<file path="config.mk">
export PLATFORM = sky130hd
export DESIGN_NAME = func_equiv_sweeper
export DESIGN_NICKNAME = d
export VERILOG_FILES = /design/src/rtl/func_pkg.sv /design/src/rtl/func_lut.sv /design/src/rtl/func_equiv_sweeper.sv
export SDC_FILE = /design/constraint.sdc
export NUM_CORES = 1
export LEC_CHECK = 0
export ABC_AREA = 0
export BUFFER_PORTS_ARGS = -buffer_cell sky130_fd_sc_hd__clkbuf_2
export CAP_MARGIN = 20
export CORE_UTILIZATION = 50
export DETAILED_ROUTE_END_ITERATION = 6
export GPL_TIMING_DRIVEN = 0
export PLACE_DENSITY = 0.78
export SKIP_CTS_REPAIR_TIMING = 1
export SYNTH_ARGS = -nofsm -noshare
export SYNTH_HDL_FRONTEND = slang
export SYNTH_SLANG_ARGS = --single-unit
</file>
<file path="constraint.sdc">
create_clock -name clk -period 3.4 [get_ports clk]
set_input_delay 0.51 -clock clk [delete_from_list [all_inputs] [get_ports clk]]
set_output_delay 0.51 -clock clk [all_outputs]
set_load 0.02 [all_outputs]
</file>
<file path="src/rtl/func_pkg.sv">
// Shared types and helpers for the truth-table equivalence sweeper.
package func_pkg;

  localparam int unsigned MAX_N    = 10;
  localparam int unsigned MAX_TT_W = 1 << MAX_N;

  typedef enum logic [1:0] {
    IDLE,
    LOAD,
    SWEEP,
    DONE
  } state_e;

  // Number of set bits among the low w entries of a truth table.
  function automatic int unsigned tt_popcount(input logic [MAX_TT_W-1:0] tt,
                                              input int unsigned w);
    int unsigned c = 0;
    for (int unsigned i = 0; i < w && i < MAX_TT_W; i++) begin
      if (tt[10'(i)]) c++;
    end
    return c;
  endfunction

endpackage

</file>
<file path="src/rtl/func_lut.sv">
// Truth-table lookup: f = tt[vec].
module func_lut #(
  parameter  int unsigned N    = 4,
  localparam int unsigned TT_W = 1 << N
) (
  input  logic [TT_W-1:0] tt,
  input  logic [N-1:0]    vec,
  output logic            f
);

  assign f = tt[vec];

endmodule

</file>
<file path="src/rtl/func_equiv_sweeper.sv">
// Sweeps all input vectors of two programmable N-input functions and reports
// equivalence, first mismatching vector, mismatch count and ON-set size of A.
module func_equiv_sweeper
  import func_pkg::*;
#(
  parameter  int unsigned N    = 4,
  localparam int unsigned TT_W = 1 << N
) (
  input  logic            clk,
  input  logic            reset,
  input  logic            start,
  input  logic            stop_on_mismatch,
  input  logic [TT_W-1:0] tt_a,
  input  logic [TT_W-1:0] tt_b,
  output logic            busy,
  output logic            done,
  output logic            equal,
  output logic [N-1:0]    first_mismatch,
  output logic [N:0]      mismatch_count,
  output logic [N:0]      ones_a,
  output logic [N-1:0]    vec
);

  state_e          state_q, state_d;
  logic [TT_W-1:0] ta_q, ta_d, tb_q, tb_d;
  logic            stop_q, stop_d;
  logic            found_q, found_d;
  logic            busy_q, busy_d, done_q, done_d, equal_q, equal_d;
  logic [N-1:0]    first_q, first_d, vec_q, vec_d;
  logic [N:0]      mc_q, mc_d, ones_q, ones_d;
  logic            fa_c, fb_c, mm_c;

  func_lut #(.N(N)) u_lut_a (.tt(ta_q), .vec(vec_q), .f(fa_c));
  func_lut #(.N(N)) u_lut_b (.tt(tb_q), .vec(vec_q), .f(fb_c));

  assign mm_c = fa_c ^ fb_c;

  // Next-state and datapath updates.
  always_comb begin
    state_d = state_q;
    ta_d    = ta_q;
    tb_d    = tb_q;
    stop_d  = stop_q;
    found_d = found_q;
    busy_d  = busy_q;
    done_d  = 1'b0;
    equal_d = equal_q;
    first_d = first_q;
    vec_d   = vec_q;
    mc_d    = mc_q;
    ones_d  = ones_q;
    unique case (state_q)
      IDLE: begin
        if (start) begin
          state_d = LOAD;
          stop_d  = stop_on_mismatch;
          busy_d  = 1'b1;
        end
      end
      LOAD: begin
        ta_d    = tt_a;
        tb_d    = tt_b;
        vec_d   = '0;
        mc_d    = '0;
        ones_d  = '0;
        first_d = '0;
        found_d = 1'b0;
        equal_d = 1'b0;
        state_d = SWEEP;
      end
      SWEEP: begin
        ones_d = ones_q + (N+1)'(fa_c);
        mc_d   = mc_q + (N+1)'(mm_c);
        if (mm_c && !found_q) begin
          first_d = vec_q;
          found_d = 1'b1;
        end
        // vec holds at the last evaluated vector; it never wraps.
        if ((vec_q == N'(TT_W - 1)) || (mm_c && stop_q)) begin
          state_d = DONE;
          busy_d  = 1'b0;
          done_d  = 1'b1;
          equal_d = (mc_d == '0);
        end else begin
          vec_d = vec_q + N'(1);
        end
      end
      DONE: begin
        state_d = IDLE;
      end
      default: begin
        state_d = IDLE;
      end
    endcase
  end

  always_ff @(posedge clk or posedge reset) begin
    if (reset) begin
      state_q <= IDLE;
      ta_q    <= '0;
      tb_q    <= '0;
      stop_q  <= 1'b0;
      found_q <= 1'b0;
      busy_q  <= 1'b0;
      done_q  <= 1'b0;
      equal_q <= 1'b0;
      first_q <= '0;
      vec_q   <= '0;
      mc_q    <= '0;
      ones_q  <= '0;
    end else begin
      state_q <= state_d;
      ta_q    <= ta_d;
      tb_q    <= tb_d;
      stop_q  <= stop_d;
      found_q <= found_d;
      busy_q  <= busy_d;
      done_q  <= done_d;
      equal_q <= equal_d;
      first_q <= first_d;
      vec_q   <= vec_d;
      mc_q    <= mc_d;
      ones_q  <= ones_d;
    end
  end

  assign busy           = busy_q;
  assign done           = done_q;
  assign equal          = equal_q;
  assign first_mismatch = first_q;
  assign mismatch_count = mc_q;
  assign ones_a         = ones_q;
  assign vec            = vec_q;

endmodule

</file>
==> flow_metrics.py <==
metrics = {
    "status": {
        "status": "completed",
    },
    "timing": {
        "fmax_mhz": 316,
        "drv_slew": 0,
        "fin_setup_tns_ns": 0,
        "finalClockSkew_ns": 0.00288,
        "rsz0062_at_grt": "false",
        "maxSlewHeadroom_pct": 55.2,
        "whs_ns": 0.244,
        "tightest_slew_ns": 0.670,
        "finalCritPeriodShare_pct": 93.2,
        "post-route-min-period_ns": 3.17,
        "finalHoldViolCount": 0,
        "setup_viol": 0,
    },
    "placement": {
        "place.gp.congestion": 0.800,
        "post_dp_cell_area_um2": 3310,
        "hpwl_um": 4180,
        "port_buffers": 56,
    },
    "die": {
        "die_area_um2": 6150,
        "die_w_um": 78.4,
        "row_count": 27,
        "initial_utilization_pct": 52.4,
        "die_h_um": 78.4,
        "io_pins": 57,
        "core_um2": 5570,
    },
    "grt": {
        "grt_overflow_total": 0,
        "top_usage_layer": "met2",
        "first_global_vias": 1940,
        "grtUsageMet1_pct": 28.0,
        "grt_util_met3_pct": 4.42,
        "grt_pass1_wl_um": 9600,
        "grt_max_degree": 32,
        "met2_usage_pct": 32.4,
        "antenna_found_initial": 0,
        "grt_usage_pct": 21.1,
    },
    "finish": {
        "diodes": 0,
        "n_fill_cell": 453,
        "final_common_cell": "dfrtp_1",
        "final_cell_mix": "dfrtp_1 (57), clkbuf_2 (56), mux2_2 (33), nand2_1 (18), nand3_1 (14)",
        "multi_input_area_um2": 1380,
        "areaGrowthSynthToFinish_pct": 20.9,
        "area.sequential_um2": 1430,
        "drive_gt1_share_pct": 39.2,
        "layout.nets": 351,
        "design_area_um2": 3530,
    },
    "hold_path": {
        "worst_hold_path_type": "in -> async",
    },
    "setup_path": {
        "cp.arrival_ns": 3.44,
        "start_kind": "flop",
        "required_ns": 3.67,
        "critPathKind": "reg -> reg",
        "r2r_setup_slack_ns": 0.23,
        "critPathMaxFanout": 10,
        "endpoint_kind": "flop",
    },
    "clock_network": {
        "cts_tree": "built",
        "ctsLongestPathBuffers": 2,
        "numCtsBuffers": 9,
        "htree_levels": 3,
        "clk_latency_ns": 0.34,
        "clock_sinks": 57,
        "clk_pin_slew_worst_paths_ns": 0.07,
        "cts_root_buffer": "clkbuf_8",
    },
    "yosys": {
        "yosys.cell_types.count": 44,
        "synth_nets": 283,
        "syn-cell-area_um2": 2920,
        "synth_edf_count": 0,
        "async_flop_share_pct": 100,
        "syn_inst": 238,
        "ys_ff_latch": 57,
        "seq_area_frac_synth_pct": 48.9,
        "syn_area_per_cell_um2": 12.3,
        "ys.flop_type": "dfrtp_1",
        "ys_warn_count": 0,
    },
    "routing": {
        "drc_errors": 0,
        "wl_um": 5800,
        "drt_pass1_iterations": 4,
        "vias": 2078,
        "wire_per_inst_um": 15.1,
        "drt_iter0_markers": 142,
        "antenna_left": 0,
        "vias_per_cell": 5.43,
    },
    "power_and_ir_drop": {
        "p_int_uw": 2210,
        "pwr-share-comb_pct": 48.9,
        "clkPwrFrac_pct": 19.7,
        "power_leakage_uw": 0.00161,
        "switching_power_uw": 1370,
        "p_seq_share_pct": 31.4,
        "peakVddDrop_v": 0.000459,
        "netSwitchingFraction_pct": 38.3,
        "p_per_area_nw_per_um2": 1020,
    },
    "job": {
        "maxCapViolations": 0,
    },
}
==> state kept, by name (all words and copies together) (netlist names) <==
name,cells
busy,1
state_q,2
first_mismatch,4
tb_q,16
ones_a,5
done,1
mismatch_count,5
stop_q,1
ta_q,16
vec,4
equal,1
found_q,1
==> cell families (layout without fill, tap and decap cells) <==
family	count (synthesis)	in the layout	share of synthesized area, %
buf+inv	25	98	3.90
fa+ha+maj	9	9	3.86
flops	57	57	48.9
xor+xnor	2	2	0.857
compound gates	39	39	8.79
simple gates	54	54	8.66
mux	52	52	25.1
==> cell usage after synthesis (3+ instances only) <==
cell	instances	area (µm²)
dfrtp_1	57	1430
clkbuf_1	8	30.0
nand2b_1	3	18.8
mux2i_1	6	60.1
ha_1	9	113
inv_1	12	45.0
nand3_1	14	70.1
o21ai_0	12	60.1
nor2_1	9	33.8
mux4_1	6	158
a21oi_1	8	40.0
mux2_2	33	372
nand2_1	18	67.6
mux2i_4	3	67.6
==> critical path, stage by stage (launching register included) <==
cell and delay, ns:
dfrtp_1 0.41, buf_6 0.15, buf_8 0.14, mux4_1 0.60
mux2i_4 0.18, xnor2_2 0.13, mux2i_4 0.31, ha_1 0.29
ha_1 0.25, nand2_1 0.07, a21oi_1 0.13, o21ai_0 0.10
o21ai_0 0.08, nand2_1 0.09, o2bb2ai_1 0.14
==> final timing paths <==
check / depth (start not counted) / end / startpoint
max in group asynchronous: 3 / tb_q[15]$_DFFE_PP0P_ / reset
hold / removal: 2 / ones_a[1]$_DFFE_PP0P_ / reset
setup reg to reg: 14 / equal$_DFFE_PP0P_ / vec[0]$_DFFE_PP0P_
hold reg to reg: 1 / first_mismatch[3]$_DFFE_PP0P_ / first_mismatch[3]$_DFFE_PP0P_
setup / recovery: 14 / equal$_DFFE_PP0P_ / vec[0]$_DFFE_PP0P_
min in group clk: 2 / tb_q[5]$_DFFE_PP0P_ / tt_b[5]
==> stage by stage <==
stage | total power, µW | worst slack, ns | cells | utilization, %
2_1_floorplan | 2510 | 0.487 | 238 | -
3_3_place_gp | 2830 | 0.313 | 366 | 59.0
3_5_place_dp | 2900 | 0.263 | 367 | 59.4
4_1_cts | 3610 | 0.242 | 383 | 63.3
5_1_grt | 3830 | 0.0381 | 383 | 63.3
6_report | 3580 | 0.233 | 383 | 63.3
==> routing by layer <==
layer / vias up / part of all wire [%]
met1: 996 / 46
met3: 11 / 5.3
met4: 0 / 2.1
li1: 1001 / -
met2: 70 / 47
met5: - / 0
==> power by group through the flow <==
stage          logic [µW]  clock network [µW]  registers (µW)
2_1_floorplan        1370                   0            1130
3_3_place_gp         1720                   0            1120
3_5_place_dp         1760                   0            1140
4_1_cts              1770                 715            1120
5_1_grt              1920                 750            1160
6_report             1750                 705            1130
==> layout make-up <==
cell class	instances	area share, %
Tap cell	72	2.55
Sequential cell	57	40.4
Multi-Input combinational cell	156	39.1
Timing Repair Buffer	57	8.51
Clock buffer	9	3.51
Clock inverter	7	2.70
Inverter	13	1.38
Buffer	12	1.84
Power figures use the tool's default switching activity.
